==> config.mk <==
export PLATFORM = sky130hd
export DESIGN_NAME = apb_slave_regfile_flat
export DESIGN_NICKNAME = d
export VERILOG_FILES = /design/src/rtl/apb_slave_regfile_if.sv /design/src/rtl/apb_slave_regfile.sv /design/src/flat_wrapper.sv
export SDC_FILE = /design/constraint.sdc
export NUM_CORES = 1
export LEC_CHECK = 0
export BUFFER_PORTS_ARGS = -buffer_cell sky130_fd_sc_hd__buf_2
export CORE_AREA = 2 2 253 255
export DETAILED_ROUTE_END_ITERATION = 10
export DIE_AREA = 0 0 255 257
export PLACE_DENSITY = 0.56
export RECOVER_POWER = 100
export SLEW_MARGIN = 30
export SYNTH_ARGS = -nofsm -noshare
export SYNTH_HDL_FRONTEND = slang
export SYNTH_SLANG_ARGS = --single-unit
export TNS_END_PERCENT = 1
==> constraint.sdc <==
create_clock -name clk -period 2 [get_ports clk]
set_input_delay 0 -clock clk [delete_from_list [all_inputs] [get_ports clk]]
set_output_delay 0 -clock clk [all_outputs]
set_load 0.02 [all_outputs]
==> src/rtl/apb_slave_regfile_if.sv <==
// -----------------------------------------------------------------------------
// apb_slave_regfile_if
// APB3 bus bundle between the requester and the apb_slave_regfile completer.
//
// Signals:
//   psel_i     requester -> completer  select
//   penable_i  requester -> completer  access phase
//   paddr_i    requester -> completer  byte address (32)
//   pwrite_i   requester -> completer  1 = write, 0 = read
//   pwdata_i   requester -> completer  write data (32)
//   pready_o   completer -> requester  transfer complete
//   prdata_o   completer -> requester  read data (32), valid with pready_o
//   pslverr_o  completer -> requester  error response, valid with pready_o
//
// Modports: master (requester side), slave (completer side).
// -----------------------------------------------------------------------------
interface apb_slave_regfile_if;
    logic        psel_i;
    logic        penable_i;
    logic [31:0] paddr_i;
    logic        pwrite_i;
    logic [31:0] pwdata_i;
    logic        pready_o;
    logic [31:0] prdata_o;
    logic        pslverr_o;

    modport master (
        output psel_i, penable_i, paddr_i, pwrite_i, pwdata_i,
        input  pready_o, prdata_o, pslverr_o
    );

    modport slave (
        input  psel_i, penable_i, paddr_i, pwrite_i, pwdata_i,
        output pready_o, prdata_o, pslverr_o
    );
endinterface

==> src/rtl/apb_slave_regfile.sv <==
// -----------------------------------------------------------------------------
// apb_slave_regfile
// APB3 completer holding NUM_REGS 32-bit registers aliased across a 4 KB
// window at BASE_ADDR. Register 0 is a read-only ID; writing it, or touching
// any address outside the window, returns pslverr with no side effect.
// Every transfer inserts a fixed number of wait states.
//
// Ports:
//   clk      in   rising-edge clock
//   reset_n  in   asynchronous active-low reset
//   apb      slave modport of apb_slave_regfile_if (APB3 bus)
//
// Optional build macro:
//   APB_SLV_RAND_WAIT_EN  replaces WAIT_CYCLES with 0..3 pseudo-random wait
//                         states drawn from a free-running 4-bit LFSR.
//
// State table:
//   state  | meaning
//   S_IDLE | no transfer; a setup cycle latches the request
//   S_WAIT | inserting wait states, counter running down to 1
//   S_DONE | pready_o high for one cycle; write commits at end of cycle
// -----------------------------------------------------------------------------
module apb_slave_regfile #(
    parameter logic [31:0] BASE_ADDR   = 32'hDEAD_C000,
    parameter int          NUM_REGS    = 16,
    parameter int          WAIT_CYCLES = 0,
    parameter logic [31:0] ID_VALUE    = 32'hA9B0_0001,
    parameter logic [31:0] RST_VALUE   = 32'h0000_0000
) (
    input  logic                 clk,
    input  logic                 reset_n,
    apb_slave_regfile_if.slave   apb
);

    localparam int IDX_W = $clog2(NUM_REGS);

    typedef enum logic [1:0] {
        S_IDLE = 2'd0,
        S_WAIT = 2'd1,
        S_DONE = 2'd2
    } state_t;

    state_t             state_q, state_d;
    logic [3:0]         cnt_q, cnt_d;
    logic [IDX_W-1:0]   idx_q, idx_d;
    logic               wr_q, wr_d;
    logic               err_q, err_d;
    logic [31:0]        wdata_q, wdata_d;

    logic               pready_q, pready_d;
    logic               pslverr_q, pslverr_d;
    logic [31:0]        prdata_q, prdata_d;

    logic [31:0]        regs [1:NUM_REGS-1];
    logic [31:0]        rd_view [0:NUM_REGS-1];

    logic               setup;
    logic               hit;
    logic [IDX_W-1:0]   live_idx;
    logic               live_err;
    logic [3:0]         load_cnt;
    logic [IDX_W-1:0]   cur_idx;
    logic               cur_wr;
    logic               cur_err;
    logic               go_done;
    logic               commit;

    // Only paddr[31:12] and the index bits matter; the rest is don't-care.
    logic               unused_paddr;
    assign unused_paddr = &{1'b0, apb.paddr_i[11:0]};

    assign setup    = apb.psel_i & ~apb.penable_i;
    assign hit      = (apb.paddr_i[31:12] == BASE_ADDR[31:12]);
    assign live_idx = apb.paddr_i[IDX_W+1:2];
    assign live_err = ~hit | (apb.pwrite_i & (live_idx == '0));

`ifdef APB_SLV_RAND_WAIT_EN
    logic [3:0] lfsr_q;

    always_ff @(posedge clk or negedge reset_n) begin
        if (!reset_n) begin
            lfsr_q <= 4'h9;
        end else begin
            lfsr_q <= {lfsr_q[2:0], lfsr_q[3] ^ lfsr_q[2]};
        end
    end

    assign load_cnt = {2'b00, lfsr_q[1:0]};
`else
    localparam logic [3:0] WAIT_CNT = 4'(WAIT_CYCLES);

    assign load_cnt = WAIT_CNT;
`endif

    // Read view: index 0 is the constant ID, the rest are storage.
    always_comb begin
        rd_view[0] = ID_VALUE;
        for (int i = 1; i < NUM_REGS; i++) begin
            rd_view[i] = regs[i];
        end
    end

    always_comb begin
        state_d = state_q;
        cnt_d   = cnt_q;
        idx_d   = idx_q;
        wr_d    = wr_q;
        err_d   = err_q;
        wdata_d = wdata_q;
        // In S_IDLE a zero-wait transfer completes straight from the live
        // decode, so the output path must look at the bus, not the latches.
        cur_idx = idx_q;
        cur_wr  = wr_q;
        cur_err = err_q;

        case (state_q)
            S_IDLE: begin
                cur_idx = live_idx;
                cur_wr  = apb.pwrite_i;
                cur_err = live_err;
                if (setup) begin
                    idx_d   = live_idx;
                    wr_d    = apb.pwrite_i;
                    err_d   = live_err;
                    wdata_d = apb.pwdata_i;
                    cnt_d   = load_cnt;
                    state_d = (load_cnt == 4'd0) ? S_DONE : S_WAIT;
                end
            end
            S_WAIT: begin
                if (!apb.psel_i) begin
                    state_d = S_IDLE;
                    cnt_d   = 4'd0;
                end else begin
                    cnt_d = cnt_q - 4'd1;
                    if (cnt_q == 4'd1) begin
                        state_d = S_DONE;
                    end
                end
            end
            S_DONE: begin
                state_d = S_IDLE;
            end
            default: begin
                state_d = S_IDLE;
            end
        endcase

        go_done   = (state_d == S_DONE);
        pready_d  = go_done;
        pslverr_d = go_done & cur_err;
        prdata_d  = (go_done & ~cur_err & ~cur_wr) ? rd_view[cur_idx] : 32'h0;
    end

    // A requester that drops psel in S_DONE has abandoned the transfer.
    assign commit = (state_q == S_DONE) & apb.psel_i & wr_q & ~err_q;

    always_ff @(posedge clk or negedge reset_n) begin
        if (!reset_n) begin
            state_q   <= S_IDLE;
            cnt_q     <= 4'd0;
            idx_q     <= '0;
            wr_q      <= 1'b0;
            err_q     <= 1'b0;
            wdata_q   <= 32'h0;
            pready_q  <= 1'b0;
            pslverr_q <= 1'b0;
            prdata_q  <= 32'h0;
        end else begin
            state_q   <= state_d;
            cnt_q     <= cnt_d;
            idx_q     <= idx_d;
            wr_q      <= wr_d;
            err_q     <= err_d;
            wdata_q   <= wdata_d;
            pready_q  <= pready_d;
            pslverr_q <= pslverr_d;
            prdata_q  <= prdata_d;
        end
    end

    always_ff @(posedge clk or negedge reset_n) begin
        if (!reset_n) begin
            for (int i = 1; i < NUM_REGS; i++) begin
                regs[i] <= RST_VALUE;
            end
        end else begin
            for (int i = 1; i < NUM_REGS; i++) begin
                if (commit && (idx_q == i[IDX_W-1:0])) begin
                    regs[i] <= wdata_q;
                end
            end
        end
    end

    assign apb.pready_o  = pready_q;
    assign apb.pslverr_o = pslverr_q;
    assign apb.prdata_o  = prdata_q;

endmodule

==> src/flat_wrapper.sv <==
// flat-port wrapper written by rule: the top's interface ports become plain ports
module apb_slave_regfile_flat 
#(
    parameter logic [31:0] BASE_ADDR   = 32'hDEAD_C000,
    parameter int          NUM_REGS    = 16,
    parameter int          WAIT_CYCLES = 0,
    parameter logic [31:0] ID_VALUE    = 32'hA9B0_0001,
    parameter logic [31:0] RST_VALUE   = 32'h0000_0000
)
  (clk, reset_n, apb_psel_i, apb_penable_i, apb_paddr_i, apb_pwrite_i, apb_pwdata_i, apb_pready_o, apb_prdata_o, apb_pslverr_o);
  apb_slave_regfile_if apb_i ();
  input  logic clk;
  input  logic reset_n;
  input wire logic [$bits(apb_i.psel_i)-1:0] apb_psel_i;
  input wire logic [$bits(apb_i.penable_i)-1:0] apb_penable_i;
  input wire logic [$bits(apb_i.paddr_i)-1:0] apb_paddr_i;
  input wire logic [$bits(apb_i.pwrite_i)-1:0] apb_pwrite_i;
  input wire logic [$bits(apb_i.pwdata_i)-1:0] apb_pwdata_i;
  output wire logic [$bits(apb_i.pready_o)-1:0] apb_pready_o;
  output wire logic [$bits(apb_i.prdata_o)-1:0] apb_prdata_o;
  output wire logic [$bits(apb_i.pslverr_o)-1:0] apb_pslverr_o;
  assign apb_i.psel_i = apb_psel_i;
  assign apb_i.penable_i = apb_penable_i;
  assign apb_i.paddr_i = apb_paddr_i;
  assign apb_i.pwrite_i = apb_pwrite_i;
  assign apb_i.pwdata_i = apb_pwdata_i;
  assign apb_pready_o = apb_i.pready_o;
  assign apb_prdata_o = apb_i.prdata_o;
  assign apb_pslverr_o = apb_i.pslverr_o;
  apb_slave_regfile #(.BASE_ADDR(BASE_ADDR), .NUM_REGS(NUM_REGS), .WAIT_CYCLES(WAIT_CYCLES), .ID_VALUE(ID_VALUE), .RST_VALUE(RST_VALUE)) u_core (.clk(clk), .reset_n(reset_n), .apb(apb_i));
endmodule
=== Word-level counts from Yosys, hierarchy flattened ===
Index checks and enable logic that the tools add are counted.

* Add/subtract/negate cells: 1
* Equal/unequal tests: 21
* Bitwise logic cells: 15
* $lt $le $gt $ge: 1
* Reductions and logical operators: 20
* Multiplexer cells: 14

{| class="wikitable"
|+ Operators by type and width
! cell !! number
|-
| $bmux W32 S4 || 1
|-
| $mux W32 || 3
|-
| $eq A4 B4 Y1 const B || 8
|-
| $eq A20 B20 Y1 const B || 1
|-
| $eq A4 B3 Y1 const B || 4
|-
| $logic_and A1 B1 Y1 || 15
|-
| $mux W4 || 3
|-
| $and A1 B1 Y1 || 8
|-
| $eq A4 B1 Y1 const B || 2
|-
| $eq A4 B2 Y1 const B || 2
|-
| $pmux W4 S2 || 1
|-
| $mux W2 || 3
|-
| $ge A5 B5 Y1 const B || 1
|-
| $not A1 Y1 || 5
|-
| $not A4 Y5 || 1
|-
| $eq A2 B2 Y1 const B || 2
|-
| $logic_not A4 Y1 || 1
|-
| $pmux W2 S2 || 1
|-
| $reduce_and A2 Y1 || 2
|-
| $sub A4 B1 Y4 const B || 1
|-
| $eq A2 B1 Y1 const B || 1
|-
| $logic_not A2 Y1 || 1
|-
| $mux W1 || 2
|-
| $ne A2 B1 Y1 const B || 1
|-
| 2 further kinds || 2
|}

* Bits in registers: 558
* Output and inout port bits: 34
* Word-level logic and storage cells: 96

=== Longest topological paths before layout ===
Gate-level depths: netlist of the first run.

* Depth after elaboration: 8
* Depth in mapped cells: 10
* Depth with buffers taken out: 8

=== Worst setup path before layout of the first run ===
Ideal clock, no wire load.

* Kind: reg2reg
* Start point: register u_core.state_q[1]
* End point: register u_core.prdata_q[11], in the netlist u_core.apb.prdata_o[11]
* Path buffers: 3
* Slack: -0.102 ns
* Data arrival time: 1.981 ns
* Cell stages (with the launch flop): 10
* Setup time: 0.122 ns
* Clock period less this slack: 2.102 ns
* Required time: 1.878 ns
* Cell sequence: dfrtp_1 buf_4 nor2_4 mux2i_1 buf_4 buf_2 mux2_2 o22ai_1 a221oi_2 a32o_1

* Cells in the longest elaborated chain, start to end: 7
* Elaborated cells on any way between the ends: 19
* Classes of those cells: eq/ne (2); mux (11); bitwise (5); reduce/logical (1)

{| class="wikitable"
|+ RTL lines
! what !! RTL line !! source
|-
| start: declaration || apb_slave_regfile.sv:43 || <nowiki>state_t state_q, state_d;</nowiki>
|-
| start signal: assignment || apb_slave_regfile.sv:170 || <nowiki>state_q <= state_d;</nowiki>
|-
| $logic_not A2 Y1 / $mux W2 (equally long branches) || apb_slave_regfile.sv:116, apb_slave_regfile.sv:136 ||
|-
| $mux W4 / $mux W2 (equally long branches) || apb_slave_regfile.sv:116, apb_slave_regfile.sv:131 ||
|-
| $not A4 Y5 (implied by the code) / $pmux W2 S2 (equally long branches) || apb_slave_regfile.sv:152, apb_slave_regfile.sv:116 ||
|-
| $bmux W32 S4 / $eq A2 B2 Y1 (equally long branches) || apb_slave_regfile.sv:152, apb_slave_regfile.sv:149 ||
|-
| $mux W32 (implied by the code) / $and A1 B1 Y1 (equally long branches) (2 in series) || apb_slave_regfile.sv:152 || <nowiki>prdata_d = (go_done & ~cur_err & ~cur_wr) ? rd_view[cur_idx] : 32'h0;</nowiki>
|-
| $mux W32 (*) || apb_slave_regfile.sv:152 ||
|-
| net u_core.prdata_d[11] || apb_slave_regfile.sv:52 || <nowiki>logic [31:0] prdata_q, prdata_d;</nowiki>
|-
| end signal: assignment || apb_slave_regfile.sv:178 || <nowiki>prdata_q <= prdata_d;</nowiki>
|-
| end: declaration || apb_slave_regfile.sv:52 ||
|}

The timed path passes the listed nets; every way through them passes the cells marked *. The select of a mux whose other input is x is not followed.
A chain may end at the register's enable or synchronous reset.

=== Final worst setup path of the first run ===
* Start point: register u_core.state_q[0]
* End point: register u_core.prdata_q[18], in the netlist u_core.apb.prdata_o[18]

The elaborated chain is that of the path after synthesis.

==> metrics, run 1 <==
status complete, but fails checks; failing checks setup timing; Final Instance Area 31200 µm²; vias in the first global route 16700; die area 65500 µm²; total chip power 27.0 mW; clk sinks 558; Period Utilization, post-route 119%; relative slew slack 30.3%; largest net degree at the start of global routing 67; CP cell instances nor2_4 -> buf_12 -> mux2i_4 -> buf_12 -> buf_8 -> buf_12 -> buf_12 -> mux2_2 -> o22ai_4 -> a221oi_2 -> a32o_1; area of the multi-input gates 10600 µm²; switch share 24.7%; Vias/cell 5.42; CTS tree yes; io pins 103; Final WS setup -0.378 ns; Nets 2084; peak supply drop 0.649 mV; CTS root buf clkbuf_16; drt total wl 68300 µm; Post-synth EDFFs 0; core area 62700 µm²; post-synth top area share 56.2%; Max Freq 420 MHz; First DRT Iteration DRCs 742; clock share of power 45.6%; first-pass iteration count of the detailed router 4; placed instance count 2709; CP dominant cell by count buf_12; Placed Area 27900 µm²; Std-Cell Rows 92; die width 255 µm; switching power 6.67 mW; worst path arrival time 2.86 ns; P&R area growth vs syn 25.7%; total of max-cap violations 0; Initial Utilization 39.6%; Mean Syn Cell Area 14.3 µm²; kind of end point of the critical path register; Seq pwr share 44.7%; Total GRT Usage 20.9%; GPL Wtd Cong 0.775; Clock Pin Slew Worst Setup and Hold Paths 0.05 ns; crit path launch type register; post-route setup TNS -90.58 ns; die height 257 µm; setup violators final 513; synth cell count leaders dfrtp_1, mux2_2, mux2i_1; max incr delay on CP 0.40 ns; Pint 20.3 mW; worst-path maximum fanout 6; combinational share of power 9.7%; worst min path class input port to register; GRT overflow 0; first-pass GRT wire length 103000 µm; data required time at the worst endpoint 2.48 ns; TritonCTS buffer count 66; detailed-route wire length per cell 23.5 µm; Synth Net Count 1807; DRC errors left 0; clk_lat worst skew 0.60 ns; synthesized area 24800 µm²; Final Slew Violations 0; most common cell in the netlist dfrtp_1; Tmin final 2.38 ns; Worst Max-Slew Pin Slew 1.05 ns; Syn Inst Count 1736; Antenna Nets Post-Route 0; clock buffer depth 3; Clock Skews 0.0183 ns; dpl ws -0.415 ns; Most used DFF post-synth dfrtp_1; Yosys top cell by area dfrtp_1; final hold viol count 0; initial antenna violation count 0; filler instances 5406; port bufs 94; H-tree depth 3; static leakage 15.2 nW; ant diodes 0; slowest CP cell dfrtp_1; Setup CP Type register to register; layout cells sized above 1 48.0%; PwrDens 864 nW/µm²; number of distinct library cells after synthesis 52; Post-synth ARST share 100%; sequential share of the synthesized area 56.2%; post-synthesis register bit count 558; Ys Warns 0; HPWL Detailed 41500 µm; FF+latch area 14000 µm²; top cells by area, synth dfrtp_1, mux2_2, mux2i_1; Layout Cells excl Fill 2904; Vias 15700; unrepaired setup endpoints after global routing true
==> sequential cells by signal, indices dropped and copies added (netlist names) <==
register	count
u_core.idx_q	4
u_core.wr_q	1
u_core.state_q	2
u_core.apb.prdata_o	32
u_core.cnt_q	4
u_core.apb.pready_o	1
u_core.err_q	1
u_core.wdata_q	32
u_core.rd_view	480
u_core.apb.pslverr_o	1
==> cell families (layout without fill, tap and decap cells) <==
group	count (synthesis)	in the layout	synth area share [%]
adder cells (fa/ha/maj)	2	2	0.101
AO/OA/AOI/OAI	191	191	6.13
flip-flops	558	558	56.2
buffers and inverters	150	472	3.02
AND/OR/NAND/NOR	105	105	2.21
multiplexers	730	730	32.3
==> power groups by stage <==
stage                     Clock, mW  Combinational, mW  Sequential, mW
after floorplan                   0               1.35            11.8
after global placement            0               2.29            12.2
after detailed placement          0               2.31            12.3
after CTS                      12.7               2.47            12.0
after global routing           13.1               2.79            12.1
final                          12.3               2.61            12.1
==> timing repair <==
item                                   4_1_cts  5_1_grt
endpoints found under the hold margin      604        0
resized for setup                           18       57
setup buffers                                8       20
hold buffers                                45        0
pin swaps                                    6        8
setup endpoints to repair                  512      514
gates cloned                                 1        8
==> metal layers <==
metal	GRT usage, %	vias up	part of all wire (%)
li1	-	6996	-
met1	27.6	8385	45
met2	35.1	251	50
met3	3.52	103	3.2
met4	6.73	0	2.5
met5	0	-	0
==> placed cells by master, fill, tap and decap left out, types with 5 or more instances in the layout <==
| master | synthesis | layout |
|---|---|---|
| clkinv_2 | 0 | 6 |
| a32oi_1 | 18 | 18 |
| mux2_4 | 0 | 15 |
| o221ai_2 | 0 | 10 |
| a21oi_1 | 21 | 21 |
| bufinv_16 | 0 | 5 |
| dlygate4sd3_1 | 0 | 44 |
| nor2_4 | 1 | 14 |
| buf_2 | 77 | 62 |
| o22ai_2 | 0 | 15 |
| mux2i_1 | 149 | 145 |
| dfrtp_1 | 558 | 558 |
| a32o_1 | 25 | 25 |
| o221ai_1 | 16 | 6 |
| clkbuf_1 | 49 | 52 |
| o21ai_0 | 20 | 18 |
| buf_6 | 3 | 16 |
| clkbuf_2 | 0 | 8 |
| a221oi_1 | 25 | 18 |
| a22o_1 | 6 | 6 |
| nand2_1 | 47 | 46 |
| nor2_1 | 16 | 5 |
| clkbuf_16 | 0 | 76 |
| clkbuf_8 | 0 | 18 |
| mux2_2 | 528 | 522 |
| a221oi_2 | 10 | 17 |
| buf_4 | 15 | 113 |
| mux2_1 | 52 | 43 |
| a22oi_1 | 18 | 18 |
| o22ai_1 | 23 | 7 |
| buf_8 | 1 | 5 |
| buf_12 | 0 | 53 |
==> worst max-delay path: cells and delay by family, from the launching register on <==
kind,cells,cell delay (ns)
muxes,2,0.60
AOI/OAI and AO/OA,3,0.42
and+or+nand+nor,1,0.13
buffers and inverters,5,0.69
DFF,1,0.40
==> final cells by class <==
cell class | count | area share, %
Inverter | 2 | 0.0240
Timing Repair Buffer | 357 | 10.8
Clock inverter | 18 | 0.761
Multi-Input combinational cell | 1028 | 33.9
Sequential cell | 558 | 44.7
Clock buffer | 95 | 6.42
Tap cell | 846 | 3.39
==> final timing paths <==
path | from | to | slack, ns | cells after the start
min | apb_pwdata_i[1] | u_core.wdata_q[1] | 0.16 | 3
max in group asynchronous | reset_n | u_core.rd_view[237] | 0.25 | 3
max reg2reg | u_core.state_q[0] | u_core.apb.prdata_o[18] | -0.38 | 11
max | u_core.state_q[0] | u_core.apb.prdata_o[18] | -0.38 | 11
min in group asynchronous | reset_n | u_core.rd_view[450] | 0.65 | 3
min reg2reg | u_core.rd_view[465] | u_core.rd_view[465] | 0.48 | 1
==> stage by stage <==
stage	utilization (%)	hold slack (ns)
after global placement	44.5	0.0381
after CTS	49.1	0.128
after floorplan	-	-0.296
after detailed placement	44.5	0.0374
final	49.8	0.164
after global routing	49.8	0.154
Note: power is estimated with default switching activity, not from simulation.
==> run 2: changes to the inputs <==
--- a/config.mk
+++ b/config.mk
@@ -8,6 +8,6 @@
 export BUFFER_PORTS_ARGS = -buffer_cell sky130_fd_sc_hd__buf_2
-export CORE_AREA = 2 2 253 255
+export CORE_AREA = 2 2 207 209
 export DETAILED_ROUTE_END_ITERATION = 10
-export DIE_AREA = 0 0 255 257
-export PLACE_DENSITY = 0.56
+export DIE_AREA = 0 0 209 211
+export PLACE_DENSITY = 0.76
 export RECOVER_POWER = 100
==> constraint.sdc (replaced) <==
create_clock -name clk -period 2.3 [get_ports clk]
set_input_delay 0.115 -clock clk [delete_from_list [all_inputs] [get_ports clk]]
set_output_delay 0.115 -clock clk [all_outputs]
set_load 0.02 [all_outputs]
==> metrics, run 2 (synthesized netlist as in run 1, its figures left out) <==
Final WS setup -0.0411 ns; CTS tree yes; detailed-route wire length per cell 24.6 µm; Vias 15600; DR WL met3 2970 µm; TritonCTS buffer count 56; CTS root buf clkbuf_16; Initial Utilization 59.5%; Period Utilization, post-route 102%; Nets 2011; final hold viol count 0; routed length on met2 30800 µm; worst-path maximum fanout 18; ant diodes 0; PwrDens 733 nW/µm²; Final Util 71.3%; crit path launch type register; H-tree depth 2; setup violators final 10; die area 44100 µm²; clock buffer depth 3; GRT overflow 0; failing checks setup timing; Seq pwr share 48.0%; Std-Cell Rows 75; First DRT Iteration DRCs 1252; slowest CP cell dfrtp_1; switching power 5.34 mW; Final Slew Violations 0; first-pass GRT wire length 96700 µm; Pint 16.5 mW; unrepaired setup endpoints after global routing true; peak supply drop 0.674 mV; Tmin final 2.34 ns; worst min path class input port to register; static leakage 14.8 nW; clock share of power 42.6%; Vias/cell 6.21; Worst Max-Slew Pin Slew 1.38 ns; first-pass iteration count of the detailed router 5; GPL Wtd Cong 0.811; Setup CP Type register to register; dpl ws -0.0663 ns; P&R area growth vs syn 19.9%; total of max-cap violations 0; vias in the first global route 16700; max incr delay on CP 0.41 ns; switch share 24.5%; port bufs 94; largest net degree at the start of global routing 84; clk_lat worst skew 0.60 ns; combinational share of power 9.4%; filler instances 2690; relative slew slack 8.11%; Clock Pin Slew Worst Setup and Hold Paths 0.06 ns; placed instance count 2360; Total GRT Usage 28.7%; Largest register FFs 480; Clock Skews 0.0162 ns; clk sinks 558; M1 WL 26300 µm; kind of end point of the critical path register; initial antenna violation count 0; layout cells sized above 1 47.1%; HPWL Detailed 37600 µm; most frequent cells in the layout dfrtp_1, mux2_2, mux2i_1; data required time at the worst endpoint 2.78 ns; drt total wl 62000 µm; die width 209 µm; leading cell type in the layout, fill and taps excluded dfrtp_1; DRC errors left 0; worst path arrival time 2.82 ns; die height 211 µm; post-route setup TNS -0.172 ns; Layout Cells excl Fill 2521; top layer in use met4; core area 41800 µm²; Antenna Nets Post-Route 0; Max Freq 427 MHz; CP cell instances nor2_4 -> mux2i_4 -> buf_4 -> buf_12 -> buf_12 -> mux2_2 -> o22ai_1 -> a221oi_2 -> a32o_1; total chip power 21.8 mW; status complete, but fails checks; io pins 103; CP dominant cell by count buf_12
==> run 2: cell count changes in the layout (fill, tap and decap cells not counted), sizes merged <==
| cell | before | now |
|---|---|---|
| clkinvlp | 3 | 2 |
| buf | 251 | 239 |
| clkinv | 7 | 6 |
| inv | 5 | 2 |
| clkbuf | 157 | 99 |
| dlygate4sd3 | 44 | 43 |
==> run 2: power by group through the flow <==
stage | Sequential, mW | Clock, mW | Combinational [mW]
floorplan | 10.3 | 0 | 1.14
global placement | 10.6 | 0 | 1.83
detailed placement | 10.6 | 0 | 1.86
CTS | 10.5 | 9.45 | 1.94
global route | 10.5 | 9.86 | 2.17
finish | 10.5 | 9.31 | 2.04
==> run 2: metrics by stage <==
step                hold slack [ns]  instance area [µm²]
global placement             0.0754                27100
CTS                         0.00990                29500
floorplan                    -0.181                24800
detailed placement           0.0764                27100
global route                  0.116                29800
finish                       0.0735                29800
==> run 2: timing repair <==
action	4_1_cts	5_1_grt
gates resized for setup	9	47
buffers inserted	0	16
hold buffers	43	0
gates cloned	0	2
endpoints found under the hold margin	525	0
pin swaps	1	2
setup endpoints to repair	23	32
==> run 2: path summary, 6_finish.rpt <==
path,endpoint,cells after the start,from,slack (ns)
min reg2reg,u_core.rd_view[470],1,u_core.rd_view[470],0.48
min in group asynchronous,u_core.wdata_q[8],2,reset_n,0.39
max in group asynchronous,u_core.rd_view[245],3,reset_n,0.33
max,u_core.apb.prdata_o[11],9,u_core.state_q[0],-0.04
max reg2reg,u_core.apb.prdata_o[11],9,u_core.state_q[0],-0.04
min,u_core.apb.pslverr_o,6,apb_paddr_i[22],0.07
==> run 2: area by class of cell <==
type | instances | area [µm²] | area share (%)
clock buffers | 87 | 1690 | 5.67
clock inverters | 13 | 195 | 0.655
inverters | 2 | 7.51 | 0.0252
multi-input cells | 1028 | 10500 | 35.3
flip-flops and latches | 558 | 14000 | 46.9
well taps | 539 | 674 | 2.26
repair buffers | 294 | 2750 | 9.22
==> run 2: worst max-delay path, delay by kind of cell, from the launching register on <==
kind / cells / cell delay (ns)
compound gates: 3 / 0.48
buf+inv: 3 / 0.48
flops: 1 / 0.41
mux: 2 / 0.63
simple gates: 1 / 0.20
==> run 2: layer usage <==
| layer | up-vias | track usage, % |
|---|---|---|
| li1 | 6840 | - |
| met1 | 8241 | 38.2 |
| met2 | 432 | 48.3 |
| met3 | 131 | 4.09 |
| met4 | 0 | 11.0 |
| met5 | - | 0 |
